<file path="src/rtl/posit_arb_pkg.sv">
// Shared defaults and types for the two-requester posit adder arbiter.
`default_nettype none

package posit_arb_pkg;
  localparam int N       = 32;
  localparam int ES      = 3;
  localparam int LATENCY = 4;

  typedef logic req_id_t;

  typedef struct packed {
    logic    v;
    req_id_t id;
  } tag_t;

  // Response word layout; the FIFOs carry exactly these N+2 bits.
  typedef struct packed {
    logic [N-1:0] result;
    logic         inf;
    logic         zero;
  } rsp_t;
endpackage

`default_nettype wire

</file>
<file path="src/rtl/posit_rsp_fifo.sv">
// Synchronous response FIFO; head word is presented combinationally.
`default_nettype none

module posit_rsp_fifo #(
  parameter int DEPTH = 4,
  parameter int WIDTH = 34
) (
  input  logic             clk,
  input  logic             rst_n,
  input  logic             push,
  input  logic [WIDTH-1:0] din,
  input  logic             pop,
  output logic [WIDTH-1:0] dout,
  output logic             empty
);
  localparam int AW = $clog2(DEPTH);

  logic [AW:0]      wr_ptr;
  logic [AW:0]      rd_ptr;
  logic [WIDTH-1:0] mem [DEPTH];
  logic             full;

  assign empty = (wr_ptr == rd_ptr);
  assign full  = (wr_ptr[AW] != rd_ptr[AW]) && (wr_ptr[AW-1:0] == rd_ptr[AW-1:0]);
  assign dout  = mem[rd_ptr[AW-1:0]];

  always_ff @(posedge clk or negedge rst_n) begin
    if (!rst_n) begin
      wr_ptr <= '0;
      rd_ptr <= '0;
    end else begin
      if (push)
        wr_ptr <= wr_ptr + (AW+1)'(1);
      if (pop && !empty)
        rd_ptr <= rd_ptr + (AW+1)'(1);
    end
  end

  always_ff @(posedge clk) begin
    if (push)
      mem[wr_ptr[AW-1:0]] <= din;
  end

  // Upstream credits bound occupancy, so a push can never meet a full FIFO.
  a_no_overflow: assert property (@(posedge clk) disable iff (!rst_n) !(push && full));
endmodule

`default_nettype wire

</file>
<file path="src/rtl/posit_add_arbiter.sv">
// Round-robin sharing of one fixed-latency posit adder between two requesters,
// with credit-gated issue, an in-flight tag pipe and per-requester response FIFOs.
`default_nettype none

module posit_add_arbiter #(
  parameter int N          = posit_arb_pkg::N,
  parameter int ES         = posit_arb_pkg::ES,
  parameter int LATENCY    = posit_arb_pkg::LATENCY,
  parameter int FIFO_DEPTH = 4
) (
  input  logic         clk,
  input  logic         rst_n,
  input  logic         req0_valid,
  output logic         req0_ready,
  input  logic [N-1:0] req0_in1,
  input  logic [N-1:0] req0_in2,
  input  logic         req1_valid,
  output logic         req1_ready,
  input  logic [N-1:0] req1_in1,
  input  logic [N-1:0] req1_in2,
  output logic         rsp0_valid,
  input  logic         rsp0_ready,
  output logic [N-1:0] rsp0_result,
  output logic         rsp0_inf,
  output logic         rsp0_zero,
  output logic         rsp1_valid,
  input  logic         rsp1_ready,
  output logic [N-1:0] rsp1_result,
  output logic         rsp1_inf,
  output logic         rsp1_zero,
  output logic [N-1:0] add_in1,
  output logic [N-1:0] add_in2,
  output logic         add_start,
  input  logic [N-1:0] add_result,
  input  logic         add_inf,
  input  logic         add_zero,
  input  logic         add_done,
  output logic         err
);
  import posit_arb_pkg::*;

  localparam int CW = $clog2(FIFO_DEPTH + 1);
  localparam int MW = $clog2(LATENCY + 2);
  localparam logic [MW-1:0] MASK_DONE = MW'(LATENCY + 1);

  if (FIFO_DEPTH < 2 || (FIFO_DEPTH & (FIFO_DEPTH - 1)) != 0 || LATENCY < 1 || ES < 0)
  begin : g_bad_params
    $error("posit_add_arbiter: illegal parameter set");
  end

  logic          elig0, elig1, grant0, grant1, issue;
  logic          prio;  // 0: req0 wins a tie, 1: req1 wins a tie
  logic [CW-1:0] credit0, credit1;
  logic          pop0, pop1, push0, push1, empty0, empty1;
  logic [N+1:0]  rsp_word, head0, head1;
  logic [MW-1:0] mask_cnt;
  tag_t          tag_q [LATENCY+1];
  tag_t          exit_tag;

  assign elig0 = req0_valid && (credit0 != '0);
  assign elig1 = req1_valid && (credit1 != '0);

  always_comb begin
    grant0 = 1'b0;
    grant1 = 1'b0;
    if (elig0 && (!elig1 || !prio))
      grant0 = 1'b1;
    else if (elig1)
      grant1 = 1'b1;
  end

  assign issue      = grant0 || grant1;
  assign req0_ready = grant0;
  assign req1_ready = grant1;

  always_ff @(posedge clk or negedge rst_n) begin
    if (!rst_n) begin
      prio      <= 1'b0;
      add_start <= 1'b0;
      add_in1   <= '0;
      add_in2   <= '0;
    end else begin
      add_start <= issue;
      if (issue) begin
        prio    <= grant0;
        add_in1 <= grant1 ? req1_in1 : req0_in1;
        add_in2 <= grant1 ? req1_in2 : req0_in2;
      end
    end
  end

  // Stage 0 lines up with add_start, stage LATENCY with add_done.
  always_ff @(posedge clk or negedge rst_n) begin
    if (!rst_n) begin
      for (int i = 0; i <= LATENCY; i++)
        tag_q[i] <= '0;
    end else begin
      tag_q[0] <= '{v: issue, id: grant1};
      for (int i = 1; i <= LATENCY; i++)
        tag_q[i] <= tag_q[i-1];
    end
  end

  assign exit_tag = tag_q[LATENCY];
  assign push0    = exit_tag.v && (exit_tag.id == 1'b0);
  assign push1    = exit_tag.v && (exit_tag.id == 1'b1);
  assign pop0     = rsp0_valid && rsp0_ready;
  assign pop1     = rsp1_valid && rsp1_ready;

  always_ff @(posedge clk or negedge rst_n) begin
    if (!rst_n) begin
      credit0 <= CW'(FIFO_DEPTH);
      credit1 <= CW'(FIFO_DEPTH);
    end else begin
      if (grant0 && !pop0)
        credit0 <= credit0 - CW'(1);
      else if (!grant0 && pop0)
        credit0 <= credit0 + CW'(1);
      if (grant1 && !pop1)
        credit1 <= credit1 - CW'(1);
      else if (!grant1 && pop1)
        credit1 <= credit1 + CW'(1);
    end
  end

  // The adder pipeline is not reset, so its done flag is untrusted until it has flushed.
  always_ff @(posedge clk or negedge rst_n) begin
    if (!rst_n) begin
      mask_cnt <= '0;
      err      <= 1'b0;
    end else begin
      if (mask_cnt != MASK_DONE)
        mask_cnt <= mask_cnt + MW'(1);
      else if (exit_tag.v != add_done)
        err <= 1'b1;
    end
  end

  assign rsp_word = {add_result, add_inf, add_zero};

  posit_rsp_fifo #(.DEPTH(FIFO_DEPTH), .WIDTH(N + 2)) u_fifo0 (
    .clk(clk), .rst_n(rst_n), .push(push0), .din(rsp_word),
    .pop(pop0), .dout(head0), .empty(empty0)
  );

  posit_rsp_fifo #(.DEPTH(FIFO_DEPTH), .WIDTH(N + 2)) u_fifo1 (
    .clk(clk), .rst_n(rst_n), .push(push1), .din(rsp_word),
    .pop(pop1), .dout(head1), .empty(empty1)
  );

  assign rsp0_valid  = !empty0;
  assign rsp0_result = head0[N+1:2];
  assign rsp0_inf    = head0[1];
  assign rsp0_zero   = head0[0];
  assign rsp1_valid  = !empty1;
  assign rsp1_result = head1[N+1:2];
  assign rsp1_inf    = head1[1];
  assign rsp1_zero   = head1[0];
endmodule

`default_nettype wire
</file>
<file path="config.mk">
export PLATFORM = sky130hd
export DESIGN_NAME = posit_add_arbiter
export DESIGN_NICKNAME = d
export VERILOG_FILES = /design/src/rtl/posit_arb_pkg.sv /design/src/rtl/posit_rsp_fifo.sv /design/src/rtl/posit_add_arbiter.sv
export SDC_FILE = /design/constraint.sdc
export NUM_CORES = 1
export LEC_CHECK = 0
export BUFFER_PORTS_ARGS = -buffer_cell sky130_fd_sc_hd__buf_4
export CAP_MARGIN = 20
export CORE_MARGIN = 1.5
export CORE_UTILIZATION = 47
export DETAILED_ROUTE_END_ITERATION = 6
export GPL_TIMING_DRIVEN = 0
export PLACE_DENSITY = 0.67
export SLEW_MARGIN = 10
export SYNTH_ARGS = -nofsm -noshare
export SYNTH_HDL_FRONTEND = slang
export SYNTH_SLANG_ARGS = --single-unit
</file>
<file path="constraint.sdc">
create_clock -name clk -period 3.1 [get_ports clk]
set_input_delay 0.31 -clock clk [delete_from_list [all_inputs] [get_ports clk]]
set_output_delay 0.31 -clock clk [all_outputs]
set_load 0.05 [all_outputs]
</file>
==> metrics.md, run 1 <==
| Metric | Value |
|---|---|
| Synthesis Warnings | `0` |
| DR vias | `8,191` |
| Buf/Inv on CP | `3` |
| Fill count | `2,249` |
| Placement Setup Slack | `0.6099 ns` |
| Port buffer count | `306` |
| Synthesized area | `14,290 sq um` |
| Worst endpoint required time | `2.79 ns` |
| Cts repair resizes | `0` |
| Die ar. | `31,460 sq um` |
| Design area | `18,550 sq um` |
| Tcrit/Tclk final | `89.11%` |
| Final setup margin | `0.3377 ns` |
| Critical-path cell list | `buf_2 -> buf_1 -> mux4_2 -> buf_4` |
| PwrDens | `1135 nW/um^2` |
| Commonest non-fill, non-tap cells in the layout | `buf_4, edfxtp_1, dfrtp_1` |
| Reg area | `10,600 sq um` |
| Worst-path maximum fanout | `10` |
| Area of the multi-input gates | `3368 sq um` |
| Worst slew pin tran | `0.9513 ns` |
| DR pass1 iterations | `4` |
| TritonCTS clock tree | `yes` |
| Cts bufs inserted | `38` |
| Post-DP Area | `17,260 sq um` |
| Synth top area share | `57.15%` |
| Setup TNS | `0 ns` |
| Fin util | `62.26%` |
| Synth unique cells | `37` |
| Die width | `177.4 um` |
| CTS Buffer Depth | `3` |
| Area leader, netlist | `edfxtp_1` |
| Worst path slowest cell | `buf_1` |
| Fmax | `0.3620 GHz` |
| Crit path DAT | `2.45 ns` |
| Share of layout cells above drive strength 1 | `49.54%` |
| Tmin final | `2.762 ns` |
| H-tree level count | `2` |
| First-pass GRT wire length | `51,940 um` |
| DR iter-0 viols | `513` |
| CP Launch Type | `flip-flop` |
| MaxCap Viol Count | `0` |
| Register area share after synthesis | `74.16%` |
| Std-Cell Core Area | `29,800 sq um` |
| Crit-path max cell delay | `0.66 ns` |
| Tot GR Track Use | `22.37%` |
| Clock Tree Root | `clkbuf_16` |
| Routed vias/inst | `5.497` |
| Largest net degree at the start of global routing | `98` |
| Syn Inst Count | `707` |
| Insertion delay to the later sink of the worst-skew pair | `0.52 ns` |
| WS Path Type | `reg2out` |
| Clock Pin Slew Worst Setup and Hold Paths | `0.06 ns` |
| Synth Net Count | `892` |
| Final slew viol count | `0` |
| Total gr overflow | `0` |
| P_leak | `7.000 nW` |
| Area growth, synth to finish | `29.81%` |
| Vias in the first global route | `8,592` |
| Detailed-route DRC error count | `0` |
| RSZ-0062 raised after global routing | `no` |
| Fin. Hold Viols | `0` |
| Clock skew | `0.01834 ns` |
| Worst setup EP type | `output port` |
| Nets | `1,247` |
| Initial core utilization | `47.96%` |
| Setup violators final | `0` |
| Seq cells post-synth | `369` |
| Clk sink count | `369` |
| Slew margin rel. | `36.58%` |
| R2r setup slk | `0.62 ns` |
| Drt total wl | `34,780 um` |
| Area contributors post-synth | `edfxtp_1, dfrtp_1, mux4_2` |
| Initial antenna violation count | `8` |
| Die H | `177.4 um` |
| Max IR drop VDD | `799.2 uV` |
| Most common cell after layout, fill and taps aside | `buf_4` |
| Drt wl/cell | `23.34 um` |
| Row cnt | `63` |
| CP top delay family | `buffers and inverters` |
| Placer Congestion | `0.8488` |
| Final HPWL from detailed placement | `24,040 um` |
| Status | `finished, final reports clean` |
| Io pins | `307` |
| Hold crit path type | `in2reg` |
| Final ANT Viol Nets | `0` |
| Mapped Avg Cell Area | `20.21 sq um` |
metrics by stage:
step / total power (W) / std cells / hold slack [ns]
2_1_floorplan: 0.01363 / 707 / 0.01441
3_3_place_gp: 0.01651 / 1403 / 0.3321
3_5_place_dp: 0.01668 / 1411 / 0.3347
4_1_cts: 0.02129 / 1482 / 0.0007042
5_1_grt: 0.02197 / 1490 / 0.004632
6_report: 0.02105 / 1490 / 0.02493
worst reg2reg max path: stages (launching register included):
cell     delay, ns
dfrtp_1       0.42
o31ai_1       0.32
o21ai_0       0.13
buf_2         0.21
buf_4         0.20
inv_1         0.10
ha_1          0.18
inv_1         0.06
fa_1          0.37
xor2_1        0.15
nor2_1        0.11
xor2_1        0.16
kinds of logic (layout without fill, tap and decap cells):
logic type / count (synthesis) / count (layout) / share of synthesized area (%)
AO/OA/AOI/OAI: 78 / 78 / 5.831
XOR/XNOR: 20 / 20 / 1.226
adder cells (fa/ha/maj): 16 / 16 / 1.506
buffers and inverters: 59 / 444 / 2.346
flip-flops: 369 / 369 / 74.16
multiplexers: 74 / 74 / 11.16
other: 0 / 8 / 0
AND/OR/NAND/NOR: 91 / 91 / 3.773
final timing paths:
kind | startpoint | endpoint | depth (start not counted)
worst min-delay path | add_result[3] | u_fifo0.mem[1][5] | 1
min in group asynchronous | rst_n | add_in1[14] | 2
worst max-delay path | u_fifo1.rd_ptr[1] | rsp1_result[24] | 4
worst max register to register | credit0[0] | credit1[2] | 11
max in group asynchronous | rst_n | u_fifo0.rd_ptr[1] | 2
worst min register to register | tag_q[3] | exit_tag[1] | 0
state kept, by name (all words and copies together) (netlist names):
register,flops
add_in1,32
add_in2,32
credit0,3
credit1,3
err,1
exit_tag,2
mask_cnt,3
prio,1
tag_q,8
u_fifo0.mem,136
u_fifo0.rd_ptr,3
u_fifo0.wr_ptr,3
u_fifo1.mem,136
u_fifo1.rd_ptr,3
u_fifo1.wr_ptr,3
synth_stat cells, drive strengths merged:
cell / number
inv: 15
mux2i: 3
xnor2: 8
or2: 1
and2: 4
clkbuf: 12
ha: 14
o311ai: 1
o221a: 64
o21bai: 1
a21oi: 2
a21o: 1
o311a: 1
dfrtp: 95
or3: 66
nor2: 7
dfstp: 2
o31ai: 3
mux2: 3
o2111ai: 1
and3: 4
o31a: 2
buf: 32
nand2: 6
nand3: 1
o21ai: 2
edfxtp: 272
xor2: 12
nor2b: 1
or4b: 1
mux4: 68
fa: 2
timing repair:
| action | 4_1_cts | 5_1_grt |
|---|---|---|
| buffers inserted | 0 | 0 |
| hold buffers | 1 | 0 |
| endpoints found under the hold margin | 95 | 0 |
| setup endpoints to repair | 0 | 0 |
routing by layer:
metal  routed length [um]  track usage [%]  up-vias
li1                     -                -     3615
met1                13280            27.20     4222
met2                17920            38.43      301
met3                 2341            5.206       53
met4                 1229            9.419        0
met5                    0                0        -
power by group:
group	switching [W]	internal, W	total (W)
Sequential	0.000492	0.00658	0.00707
Clock	0.00182	0.00274	0.00457
Combinational	0.00612	0.00329	0.00942
Total	0.00844	0.0126	0.0211
cell type report:
class,instances,share of cell area [%]
tap,390,2.630
multi-input combinational,279,18.16
buffer,44,1.504
timing repair buffer,315,13.36
clock buffer,48,5.443
clock inverter,22,1.369
inverter,15,0.3035
sequential,369,57.13
antenna,8,0.1079
Power figures use the tool's default switching activity.
==> inputs of run 2 (changes only) <==
--- a/config.mk
+++ b/config.mk
@@ -15,4 +15,5 @@
 export SLEW_MARGIN = 10
 export SYNTH_ARGS = -nofsm -noshare
 export SYNTH_HDL_FRONTEND = slang
+export SYNTH_HIERARCHICAL = 1
 export SYNTH_SLANG_ARGS = --single-unit
==> metrics.md, run 2 <==
| Metric | Value |
|---|---|
| FF-to-FF End | `credit1[2]` |
| Final slew viol count | `0 (unchanged)` |
| Max IR drop VDD | `631.8 uV (-21%)` |
| DR vias | `8,250 (+0.72%)` |
| Fin. Hold Viols | `0 (unchanged)` |
| Routed vias/inst | `5.442 (-1.0%)` |
| Synthesis Warnings | `6 (+6)` |
| Post-CTS setup buffer count | `0 (unchanged)` |
| Die width | `178.7 um (+0.74%)` |
| Synth Net Count | `909 (+1.9%)` |
| Area contributors post-synth | `edfxtp_1, dfrtp_1, mux4_2` |
| Tot GR Track Use | `21.51% (-0.86 points)` |
| Row cnt | `64 (+1.6%)` |
| Area growth, synth to finish | `30.15%` |
| Most common cell in the synthesized netlist | `edfxtp_1` |
| DR pass1 iterations | `5 (+1)` |
| Clock skew | `0.01953 ns (+0.001183 ns)` |
| Final HPWL from detailed placement | `23,780 um (-1.1%)` |
| Tcrit/Tclk final | `83.81% (-5.3 points)` |
| Crit path DAT | `3.05 ns (+0.60 ns)` |
| Commonest non-fill, non-tap cells in the layout | `buf_4, edfxtp_1, dfrtp_1` |
| Slew margin rel. | `53.59% (+17 points)` |
| Register area share after synthesis | `73.05% (-1.1 points)` |
| R2r setup slk | `0.50 ns (-0.12 ns)` |
| Die H | `178.7 um (+0.74%)` |
| Mapped Avg Cell Area | `20.04 sq um (-0.87%)` |
| Hold_buf cts | `12 (+11)` |
| WS Path Type | `reg2reg` |
| Vias in the first global route | `8,756 (+1.9%)` |
| Setup violators final | `0 (unchanged)` |
| Cts bufs inserted | `39 (+2.6%)` |
| Sw Pwr | `0.008280 W (-1.9%)` |
| Synthesized area | `14,510 sq um (+1.5%)` |
| Placed Cells | `1,435 (+1.7%)` |
| Drt total wl | `33,880 um (-2.6%)` |
| Post-synth EDFFs | `272 (unchanged)` |
| Synth top area share | `56.30% (-0.85 points)` |
| Fill count | `2,212 (-1.6%)` |
| Largest net degree at the start of global routing | `53 (-46%)` |
| Worst Setup SP | `credit1[2]` |
| Area leader, netlist | `edfxtp_1` |
| Syn Inst Count | `724 (+2.4%)` |
| P_leak | `7.166 nW (+2.4%)` |
| Clk sink count | `369 (unchanged)` |
| Most common cell after layout, fill and taps aside | `buf_4` |
| Hold slack | `0.01813 ns (-0.006808 ns)` |
| Port buffer count | `306 (unchanged)` |
| H-tree level count | `2 (unchanged)` |
| Combinational share of power | `44.6% (about the same)` |
| Sequential Power Share | `33.8% (+0.2 points)` |
| Cts repair resizes | `0 (unchanged)` |
| Detailed-route DRC error count | `0 (unchanged)` |
| Worst slew pin tran | `0.6961 ns (-0.2552 ns)` |
| Fmax | `0.3849 GHz (+6.3%)` |
| Synth cell count leaders | `edfxtp_1, dfrtp_1, or3_1` |
| Hold crit path type | `in2reg` |
| Async SR Flop Fraction | `26.29% (unchanged)` |
| Insertion delay to the later sink of the worst-skew pair | `0.53 ns (about the same)` |
| Total power | `0.02085 W (-0.95%)` |
| DR iter-0 viols | `405 (-21%)` |
| Pint | `0.01257 W (-0.33%)` |
| Initial antenna violation count | `0 (-8)` |
| Die ar. | `31,930 sq um (+1.5%)` |
| Total gr overflow | `0 (unchanged)` |
| CP Capture Point | `credit1[2]` |
| TritonCTS clock tree | `yes` |
| PwrDens | `1104 nW/um^2 (-2.7%)` |
| Reg2Reg Depth | `11 (unchanged)` |
| Clock Tree Root | `clkbuf_16` |
| First-pass GRT wire length | `50,600 um (-2.6%)` |
| Share of layout cells above drive strength 1 | `43.93% (-5.6 points)` |
| CTS Buffer Depth | `3 (unchanged)` |
| MaxCap Viol Count | `0 (unchanged)` |
| Tmin final | `2.598 ns (-0.1643 ns)` |
| Status | `finished, final reports clean` |
| Diode count | `0 (-8)` |
| Clock power frac | `21.6% (about the same)` |
| Final ANT Viol Nets | `0 (unchanged)` |
| RSZ-0062 raised after global routing | `no` |
| Worst endpoint required time | `3.55 ns (+0.76 ns)` |
| Non-Filler Instances | `1,516 (+1.7%)` |
| Nets | `1,277 (+2.4%)` |
| Clock Pin Slew Worst Setup and Hold Paths | `0.06 ns (about the same)` |
| Io pins | `307 (unchanged)` |
| Initial core utilization | `47.55% (-0.41 points)` |
| Worst setup EP type | `flip-flop` |
| Placer Congestion | `0.8022 (-5.5%)` |
| Worst-path maximum fanout | `10 (unchanged)` |
| CP Launch Type | `flip-flop` |
| Main flop type after synthesis | `edfxtp_1` |
| Seq cells post-synth | `369 (unchanged)` |
| Reg2reg start | `credit1[2]` |
| Std-Cell Core Area | `30,510 sq um (+2.4%)` |
| Sw Ratio | `39.71% (-0.38 points)` |
| Synth unique cells | `35 (-5.4%)` |
| Drt wl/cell | `22.35 um (-4.2%)` |
| Setup TNS | `0 ns (unchanged)` |
## run 2: final cells by class
class                           instances  area (sq um)  area share, %
Sequential cell                       369         10600          56.13
Multi-Input combinational cell        292          3448          18.26
Timing Repair Buffer                  327          2613          13.84
Clock buffer                           52          1097          5.811
Tap cell                              396         495.5          2.624
Buffer                                 44         400.4          2.120
Clock inverter                         17         158.9         0.8416
Inverter                               19         71.32         0.3777
## run 2: how the worst min path moves through the flow
stage	start	end	slack (ns)	cells past startpoint
floorplan	rst_n	add_in1[0]	0.01	0
global placement	tag_q[3]	exit_tag[1]	0.33	0
detailed placement	tag_q[3]	exit_tag[1]	0.34	0
CTS	add_result[17]	u_fifo0/mem[1][19]	0.00008	1
global route	add_result[4]	u_fifo1/mem[2][6]	0.001	1
finish	add_result[28]	u_fifo0/mem[2][30]	0.02	1
## run 2: routing by layer
metal	vias up	global-route usage [%]	part of all wire [%]
met5	-	0	0
met4	0	6.215	2.3
met3	43	4.941	6.8
met2	323	37.44	52
met1	4198	26.95	39
li1	3686	-	-
## run 2: cell families after synthesis
family                     count (synthesis)  share of synthesized area [%]
muxes                                     70                          10.95
AOI/OAI and AO/OA                         84                          5.830
buffers and inverters                     63                          3.251
adders and majority gates                 16                          1.483
and+or+nand+nor                          100                          4.002
xor gates and xnor gates                  22                          1.432
DFF                                      369                          73.05
## run 2: power by group through the flow
stage	clock network, W	registers [W]	logic (W)
2_1_floorplan	0	0.00829	0.00528
3_3_place_gp	0	0.00715	0.00918
3_5_place_dp	0	0.00712	0.00941
4_1_cts	0.00462	0.00706	0.00943
5_1_grt	0.00483	0.00717	0.00979
6_report	0.00450	0.00706	0.00929
## run 2: worst max-delay path: stages, from the launching register on
cell and delay, ns:
dfstp_2 0.54, o31a_1 0.25, o21ai_0 0.15, buf_2 0.22, buf_4 0.20, inv_1 0.10, ha_1 0.19, inv_1 0.06
fa_1 0.37, xor2_1 0.15, nor2_1 0.12, xor2_1 0.17
## run 2: metrics by stage
step	worst slack (ns)	utilization (%)	instance area (sq um)
global placement	0.1659	56.71	17300
CTS	0.4421	61.89	18880
detailed placement	0.4835	57.38	17510
floorplan	0.4683	-	14510
global route	0.3503	61.89	18880
finish	0.5020	61.89	18880
==> inputs of run 3 (changes only) <==
--- a/config.mk
+++ b/config.mk
@@ -5,13 +5,14 @@
 export SDC_FILE = /design/constraint.sdc
 export NUM_CORES = 1
 export LEC_CHECK = 0
+export ABC_AREA = 1
 export BUFFER_PORTS_ARGS = -buffer_cell sky130_fd_sc_hd__buf_4
 export CAP_MARGIN = 20
 export CORE_MARGIN = 1.5
 export CORE_UTILIZATION = 47
 export DETAILED_ROUTE_END_ITERATION = 6
 export GPL_TIMING_DRIVEN = 0
-export PLACE_DENSITY = 0.67
+export PLACE_DENSITY = 0.7
 export SLEW_MARGIN = 10
 export SYNTH_ARGS = -nofsm -noshare
 export SYNTH_HDL_FRONTEND = slang
==> constraint.sdc (replaced) <==
create_clock -name clk -period 2.3 [get_ports clk]
set_input_delay 0.23 -clock clk [delete_from_list [all_inputs] [get_ports clk]]
set_output_delay 0.23 -clock clk [all_outputs]
set_load 0.05 [all_outputs]
==> metrics.md, run 3 <==
| Metric | Value |
|---|---|
| Fmax | `0.4431 GHz` |
| Most common cell after layout, fill and taps aside | `buf_4` |
| Worst setup EP type | `output port` |
| Std-Cell Core Area | `31,560 sq um (+3.4%)` |
| Combinational share of power | `39.0% (-5.6 points)` |
| Sequential Power Share | `36.3% (+2.5 points)` |
| H-tree level count | `2 (unchanged)` |
| Drt wl/cell | `20.07 um (-10%)` |
| RSZ-0062 raised after global routing | `yes` |
| TritonCTS clock tree | `yes` |
| Drt total wl | `43,450 um (+28%)` |
| Largest net degree at the start of global routing | `98 (+85%)` |
| Die ar. | `33,070 sq um (+3.6%)` |
| Crit-path max cell delay | `0.40 ns (-0.14 ns)` |
| Async SR Flop Fraction | `26.29% (unchanged)` |
| Hold depth | `3 (+2)` |
| DR vias | `11,868 (+44%)` |
| Commonest non-fill, non-tap cells in the layout | `buf_4, edfxtp_1, nand3_1` |
| MaxCap Viol Count | `0 (unchanged)` |
| DR pass1 iterations | `5 (unchanged)` |
| Diode count | `0 (unchanged)` |
| Clock Pin Slew Worst Setup and Hold Paths | `0.06 ns (about the same)` |
| Synthesized area | `15,040 sq um (+3.6%)` |
| Final HPWL from detailed placement | `28,130 um (+18%)` |
| Insertion delay to the later sink of the worst-skew pair | `0.52 ns (about the same)` |
| Hold crit path type | `in2reg` |
| Routed vias/inst | `5.482 (+0.73%)` |
| Hold Crit Start | `req1_in1[21]` |
| Nets | `1,920 (+50%)` |
| Placer Congestion | `0.8548 (+6.6%)` |
| Area contributors post-synth | `edfxtp_1, dfrtp_1, nand3_1` |
| Final setup margin | `0.04338 ns (-0.4586 ns)` |
| Post-DP Area | `18,050 sq um (+3.1%)` |
| Sw Ratio | `38.65% (-1.1 points)` |
| Row cnt | `65 (+1.6%)` |
| FF-to-FF End | `add_in2[28]` |
| Detailed-route DRC error count | `0 (unchanged)` |
| DR iter-0 viols | `1,107 (+170%)` |
| Synth top area share | `54.32% (-2.0 points)` |
| Worst path slowest cell | `dfrtp_1` |
| Post-synth EDFFs | `272 (unchanged)` |
| Total gr overflow | `0 (unchanged)` |
| Worst endpoint required time | `2.07 ns (-1.48 ns)` |
| Area growth, synth to finish | `38.35%` |
| Design area | `20,800 sq um (+10%)` |
| Synth cell count leaders | `edfxtp_1, nand3_1, o21ai_0` |
| CTS Buffer Depth | `3 (unchanged)` |
| Reg2Reg Depth | `8 (-3)` |
| Clock skew | `0.01824 ns (-0.001283 ns)` |
| PwrDens | `1145 nW/um^2 (+3.6%)` |
| Synth unique cells | `27 (-23%)` |
| Die H | `181.9 um (+1.8%)` |
| Syn Inst Count | `1,235 (+71%)` |
| Final slew viol count | `0 (unchanged)` |
| Max IR drop VDD | `835.4 uV (+32%)` |
| Synthesis Warnings | `6 (unchanged)` |
| Synth Net Count | `1,420 (+56%)` |
| Mapped Avg Cell Area | `12.17 sq um (-39%)` |
| Initial antenna violation count | `0 (unchanged)` |
| Hold EP | `add_in1[21]` |
| Die width | `181.9 um (+1.8%)` |
| Initial core utilization | `47.65% (+0.097 points)` |
| Tmin final | `2.257 ns` |
| Area leader, netlist | `edfxtp_1` |
| Tcrit/Tclk final | `98.11%` |
| Clock power frac | `24.8% (+3.2 points)` |
| WS Path Type | `reg2out` |
| Port buffer count | `306 (unchanged)` |
| Tot GR Track Use | `26.38% (+4.9 points)` |
| Clk sink count | `369 (unchanged)` |
| Reg2reg start | `credit1[0]` |
| Clock Tree Root | `clkbuf_16` |
| Cts bufs inserted | `39 (unchanged)` |
| Share of layout cells above drive strength 1 | `28.08% (-16 points)` |
| Pint | `0.01461 W (+16%)` |
| Io pins | `307 (unchanged)` |
| Crit path DAT | `2.03 ns (-1.02 ns)` |
| P_leak | `8.573 nW (+20%)` |
| R2r setup slk | `0.07 ns (-0.43 ns)` |
| Seq cells post-synth | `369 (unchanged)` |
| Worst-path maximum fanout | `10 (unchanged)` |
| Placement Setup Slack | `-0.06656 ns (-0.5500 ns)` |
| Vias in the first global route | `12,156 (+39%)` |
| Status | `finished, final reports clean` |
| Critical-path cell list | `buf_6 -> inv_6 -> clkbuf_4 -> nor2_1 -> o22ai_1 -> buf_4` |
| Sw Pwr | `0.009204 W (+11%)` |
| First-pass GRT wire length | `67,050 um (+33%)` |
| Final ANT Viol Nets | `0 (unchanged)` |
| Worst slew pin tran | `0.9653 ns (+0.2692 ns)` |
| Register area share after synthesis | `70.48% (-2.6 points)` |
| Most common cell in the synthesized netlist | `edfxtp_1` |
| CP Launch Type | `flip-flop` |
| Setup violators final | `0 (unchanged)` |
| Slew margin rel. | `35.65% (-18 points)` |
| Main flop type after synthesis | `edfxtp_1` |
| Fin. Hold Viols | `0 (unchanged)` |
-- run 3: worst max path at each step --
stage,startpoint,endpoint,slack (ns),cells after the start
6_report,u_fifo1/rd_ptr[0],rsp1_result[31],0.04,6
3_3_place_gp,exit_tag[1],u_fifo1/mem[3][6],-0.30,5
4_1_cts,credit0[2],credit0[2],0.0008,13
5_1_grt,u_fifo1/rd_ptr[1],credit1[2],-0.05,14
2_1_floorplan,credit0[2],credit1[1],0.007,10
3_5_place_dp,credit1[2],credit1[2],-0.07,13
-- run 3: what timing repair did --
action / in CTS / in global routing
hold buffers: 141 / 0
gates cloned: 0 / 0
resized for setup: 15 / 20
pin swaps: 1 / 6
hold endpoints to repair: 431 / 0
setup endpoints to repair: 19 / 22
setup buffers: 1 / 4
-- run 3: cells by family after synthesis --
logic type | count (synthesis) | synth area share [%]
AO/OA/AOI/OAI | 238 | 8.530
XOR/XNOR | 15 | 0.8738
adder cells (fa/ha/maj) | 16 | 1.431
flip-flops | 369 | 70.48
AND/OR/NAND/NOR | 454 | 13.52
buffers and inverters | 143 | 5.159
-- run 3: power by group through the flow --
stage	sequential, W	clock [W]	combinational [W]
detailed placement	0.00873	0	0.00858
floorplan	0.0101	0	0.00419
CTS	0.00863	0.00595	0.00914
global placement	0.00875	0	0.00834
finish	0.00864	0.00589	0.00928
global route	0.00871	0.00629	0.00978
-- run 3: area by class of cell --
type,instances,area (sq um)
well taps,402,503.0
clock inverters,17,140.1
repair buffers,460,3951
flip-flops and latches,369,10600
clock buffers,52,1045
multi-input cells,723,3742
plain buffers,83,575.6
inverters,59,247.7
fillers,2288,10750
-- run 3: critical path: cells and delay by family (launching register included) --
family / cells / cell delay (ns)
buf+inv: 4 / 0.74
simple gates: 1 / 0.07
flops: 1 / 0.40
compound gates: 1 / 0.29
-- run 3: layer usage --
metal  up-vias  global-route usage (%)  wire length, um
met5         -                       0                0
li1       5416                       -                -
met4         0                   10.71             1760
met2       521                   44.94            21650
met1      5812                   32.95            16860
met3       119                   5.576             3171
-- run 3: per-stage QoR --
step / cells / util, % / hold WS [ns] / TNS (ns) / total power [W]
2_1_floorplan: 1235 / - / -0.06559 / 0 / 0.01426
3_3_place_gp: 1943 / 56.56 / 0.3313 / -66.00 / 0.01709
3_5_place_dp: 1951 / 57.20 / 0.3347 / -0.1401 / 0.01732
4_1_cts: 2162 / 65.66 / 0.009664 / 0 / 0.02372
5_1_grt: 2165 / 65.92 / 0.005824 / -0.2110 / 0.02479
6_report: 2165 / 65.92 / 0.01519 / 0 / 0.02381
